`src/rtl/vga_timing_gen.sv`:
```
// Parametrised raster timing generator: syncs, display enable,
// pixel coordinates and line/frame strobes from one pixel clock.
module vga_timing_gen #(
  parameter int unsigned H_ACTIVE = 640,
  parameter int unsigned H_FP     = 16,
  parameter int unsigned H_SYNC   = 96,
  parameter int unsigned H_BP     = 48,
  parameter int unsigned V_ACTIVE = 480,
  parameter int unsigned V_FP     = 10,
  parameter int unsigned V_SYNC   = 2,
  parameter int unsigned V_BP     = 33,
  parameter bit          H_POL    = 1'b0,
  parameter bit          V_POL    = 1'b0,
  parameter int unsigned CW       = 11
) (
  input  logic          clk,
  input  logic          nrst,
  input  logic          pix_en,
  output logic          h_sync,
  output logic          v_sync,
  output logic          display_en,
  output logic [CW-1:0] pix_x,
  output logic [CW-1:0] pix_y,
  output logic          line_start,
  output logic          frame_start
);

  localparam int unsigned H_TOTAL =
    H_ACTIVE + H_FP + H_SYNC + H_BP;
  localparam int unsigned V_TOTAL =
    V_ACTIVE + V_FP + V_SYNC + V_BP;

  localparam logic [CW-1:0] H_LAST = CW'(H_TOTAL - 1);
  localparam logic [CW-1:0] V_LAST = CW'(V_TOTAL - 1);
  localparam logic [CW-1:0] HA     = CW'(H_ACTIVE);
  localparam logic [CW-1:0] VA     = CW'(V_ACTIVE);
  localparam logic [CW-1:0] HS_BEG = CW'(H_ACTIVE + H_FP);
  localparam logic [CW-1:0] VS_BEG = CW'(V_ACTIVE + V_FP);
  // inclusive ends avoid wrap when a zero back porch puts the end at 2^CW
  localparam logic [CW-1:0] HS_LST =
    CW'(H_ACTIVE + H_FP + H_SYNC - 1);
  localparam logic [CW-1:0] VS_LST =
    CW'(V_ACTIVE + V_FP + V_SYNC - 1);

  logic [CW-1:0] h_nxt;
  logic [CW-1:0] v_nxt;
  logic          h_wrap;

  always_comb begin
    h_wrap = (pix_x == H_LAST);
    h_nxt  = h_wrap ? '0 : pix_x + 1'b1;
    v_nxt  = pix_y;
    if (h_wrap)
      v_nxt = (pix_y == V_LAST) ? '0 : pix_y + 1'b1;
  end

  // outputs decode the next-state counters so they align with pix_x/pix_y
  always_ff @(posedge clk) begin
    if (!nrst) begin
      pix_x       <= H_LAST;
      pix_y       <= V_LAST;
      h_sync      <= ~H_POL;
      v_sync      <= ~V_POL;
      display_en  <= 1'b0;
      line_start  <= 1'b0;
      frame_start <= 1'b0;
    end else if (pix_en) begin
      pix_x       <= h_nxt;
      pix_y       <= v_nxt;
      h_sync      <= (h_nxt >= HS_BEG && h_nxt <= HS_LST)
                     ? H_POL : ~H_POL;
      v_sync      <= (v_nxt >= VS_BEG && v_nxt <= VS_LST)
                     ? V_POL : ~V_POL;
      display_en  <= (h_nxt < HA) && (v_nxt < VA);
      line_start  <= (h_nxt == '0);
      frame_start <= (h_nxt == '0) && (v_nxt == '0);
    end
  end

endmodule

```
`config.mk`:
```
export PLATFORM = sky130hd
export DESIGN_NAME = vga_timing_gen
export DESIGN_NICKNAME = d
export VERILOG_FILES = /design/src/rtl/vga_timing_gen.sv
export SDC_FILE = /design/constraint.sdc
export NUM_CORES = 1
export LEC_CHECK = 0
export ABC_AREA = 1
export ABC_CLOCK_PERIOD_IN_PS = 2300
export CORE_UTILIZATION = 54
export DETAILED_ROUTE_END_ITERATION = 10
export GPL_TIMING_DRIVEN = 1
export PLACE_DENSITY = 0.8
export SETUP_SLACK_MARGIN = 0.1
export SYNTH_ARGS = -nofsm -noshare
export SYNTH_HDL_FRONTEND = slang
export SYNTH_SLANG_ARGS = --single-unit
export TNS_END_PERCENT = 100
```
`constraint.sdc`:
```
create_clock -name clk -period 2.3 [get_ports clk]
set_input_delay 0.46 -clock clk [delete_from_list [all_inputs] [get_ports clk]]
set_output_delay 0.46 -clock clk [all_outputs]
set_load 0.05 [all_outputs]
```
==> summary.txt <==
STA
  – Worst Max-Slew Pin Slew: 723 ps
  – Max-slew headroom: 51.7%
  – F_max: 459 MHz
  – Setup violators final: 0
  – RSZ-0062 raised after global routing: no
  – Final TNS setup: 0 ps
  – Final Max Tran Viols: 0
  – Min cycle time layout: 2180 ps
  – Hold Vio Cnt, Final: 0
  – Worst Skew: 2.25 ps
  – Smallest hold slack: 480 ps
  – Ratio of final minimum period to clock period: 94.8%

Worst setup path
  – End of the worst register-to-register path: v_sync$_SDFFE_PN1P_
  – Critical Path Fanout Max: 9
  – Worst setup EP type: output pin
  – CP Data Required Time: 1840 ps
  – Slowest cell on crit path: clkdlybuf4s50_1
  – Buf/Inv on CP: 1
  – Flop2flop setup slack: 330 ps
  – Cell family with most CP delay: buffers and inverters
  – Worst R2R Start: pix_x[1]$_SDFFE_PN1P_
  – Critical path arrival: 1720 ps
  – Startpoint Class: register
  – Worst path max stage delay: 880 ps
  – Worst Path Class, Setup: reg2out
  – Crit path cell chain: clkdlybuf4s50_1
  – R2r worst-path depth: 14

Clocking
  – Worst-Skew Late Latency: 270 ps
  – CTS Root Buffer Type: clkbuf_8
  – Num CTS Buffers: 3
  – TritonCTS clock tree: done
  – Clock transition at the registers of the reported paths: 100 ps
  – CTS sink count: 27
  – Maximum root-to-sink buffer count: 2
  – H-tree levels: 1

Drt
  – Routed Antenna Nets: 0
  – Routed len/inst: 13.3 um
  – Drt pass-1 iters: 5
  – DR vias/cell: 5.45
  – Routed Wire Length: 5.59 mm
  – DRC viols: 0
  – Vias: 2,283
  – Initial DRC count: 168

Logic synthesis
  – Mapped Area: 0.00200 sq mm
  – Largest family of logic cells by synthesized area: simple AND/OR/NAND/NOR gates
  – Mapped Avg Cell Area: 5.83 sq um
  – Post-Syn Instances: 344
  – Synth warn: 0
  – Post-synth top area share: 27.0%
  – Synth top area cells: dfxtp_1, nand2_1, nand3_1
  – Yosys cell types: 27
  – Cell taking the most area after synthesis: dfxtp_1
  – Seq cells post-synth: 27
  – Simple-Gate Fraction of Synth Area: 44.5%
  – Complex-gate fraction of the synthesized area: 14.3%
  – Sequential fraction of the synthesis area: 27.0%
  – Synth Area in Adders: 2.50%
  – XOR/XNOR share of the synthesized area: 0.874%
  – Synth Net Count: 351
  – Multiplexer share of the synthesized area: 0%

Worst hold path
  – Worst min path class: reg2reg
  – Hold Crit Endpoint: display_en$_SDFFE_PN0P_
  – Hold Path Stages: 2
  – Hold Startpoint: display_en$_SDFFE_PN0P_

GRT
  – Met3 Use GR: 4.74%
  – GRT busiest layer: met2
  – Pin count of the biggest net entering global routing: 22
  – Grt total ovfl: 0
  – First-pass GRT wire length: 9.31 mm
  – Initial antenna violation count: 0
  – Tot GR Track Use: 29.1%
  – Met1 usage: 42.2%
  – Met2 GRT Util: 45.8%
  – Number of global-route vias before repair: 2,002

Finish
  – ANT cells: 0
  – Most common cell after layout, fill and taps aside: nand2_1
  – Most frequent cells in the layout: nand2_1, nor2_1, inv_1, nand3_1, clkdlybuf4s50_1
  – Design area: 0.00242 sq mm
  – Final std cells w/o fill: 419
  – Share of post-route cells with drive strength above 1: 8.58%
  – Fin nets: 381
  – Filler cells: 306
  – Area growth syn-to-layout: 20.7%

Floorplanning
  – Die X-Extent: 62.9 um
  – Rows: 21
  – Initial Util: 58.2%
  – Core area: 0.00344 sq mm
  – Die area: 0.00396 sq mm
  – IO Pins: 30
  – Die Ht: 62.9 um

Power
  – Pleak: 0.00116 uW
  – Power per cell area: 579 mW/mm^2
  – Peak VDD IR: 526 uV

Placed design
  – Post-placement cell area: 0.00235 sq mm
  – Post-detail-place hpwl: 4.32 mm
  – I/O Buffers: 29
  – RePlAce Congestion: 0.954
  – # placed instances: 414

Outcome
  – Status: complete, no violations

Run
  – Max-Cap Viols: 0
==> Yosys cell counts <==
master / count
o21ai_0: 20
clkbuf_1: 5
xor2_1: 2
o21ai_1: 1
nand3b_1: 1
o21a_1: 1
o211ai_1: 1
nand4_1: 9
a21oi_4: 1
nor3b_1: 1
buf_4: 2
a211oi_1: 2
nor3_1: 2
ha_1: 4
clkbuf_2: 2
nor2_1: 42
nor2_2: 2
nor2_4: 3
nand2_1: 100
nand3_1: 35
dfxtp_1: 27
inv_1: 37
nand2_2: 9
buf_2: 4
inv_2: 2
clkinv_1: 2
a21oi_1: 27
==> sequential cells by signal, summed over array words and instances (netlist names) <==
signal and cells:
h_sync 1, frame_start 1, line_start 1, display_en 1, pix_x 11, pix_y 11
v_sync 1
==> metal layers <==
metal | vias up | wire [um]
met4 | 0 | 25
met1 | 1018 | 2670
li1 | 1162 | -
met3 | 4 | 492
met5 | - | 0
met2 | 99 | 2400
==> worst max path at each step <==
stage | start | end | slack, ps | cells past startpoint
after detailed placement | pix_x[1]$_SDFFE_PN1P_ | v_sync$_SDFFE_PN1P_ | 170 | 12
after global routing | pix_x[2]$_SDFFE_PN1P_ | pix_x[2] | 90 | 1
after floorplan | pix_x[0]$_SDFFE_PN1P_ | v_sync$_SDFFE_PN1P_ | 170 | 15
after global placement | pix_x[1]$_SDFFE_PN1P_ | v_sync$_SDFFE_PN1P_ | 190 | 12
final | pix_x[2]$_SDFFE_PN1P_ | pix_x[2] | 120 | 1
after CTS | pix_x[2]$_SDFFE_PN1P_ | pix_x[2] | 140 | 1
==> logic make-up after synthesis <==
logic type / count (synthesis)
simple gates: 204
xor+xnor: 2
buf+inv: 54
fa+ha+maj: 4
compound gates: 53
flops: 27
==> cell type report <==
| cell class | instances | area (sq um) | share of cell area, % |
|---|---|---|---|
| Inverter | 41 | 154 | 6.36 |
| Clock buffer | 3 | 41.3 | 1.71 |
| Sequential cell | 27 | 542 | 22.4 |
| Multi-Input combinational cell | 263 | 1260 | 52.0 |
| Timing Repair Buffer | 38 | 358 | 14.8 |
| Tap cell | 46 | 57.6 | 2.38 |
| Clock inverter | 1 | 7.51 | 0.310 |
==> through the flow <==
stage	util, %	worst slack, ps	power (uW)
detailed placement	68.3	170	1120
finish	70.3	119	1400
floorplan	-	170	957
CTS	69.7	139	1390
global route	70.3	89.1	1480
global placement	68.3	194	1110
==> power breakdown <==
| group | total, uW | leakage (uW) | internal [uW] | switching [uW] |
|---|---|---|---|---|
| logic | 563 | 0.000912 | 182 | 381 |
| registers | 561 | 0.000223 | 501 | 59.9 |
| clock network | 277 | 0.0000217 | 123 | 154 |
==> what timing repair did <==
action,4_1_cts,5_1_grt
setup endpoints to repair,0,3
setup buffers,0,1
gates resized for setup,0,2
hold buffers,0,0
Power figures use the tool's default switching activity.
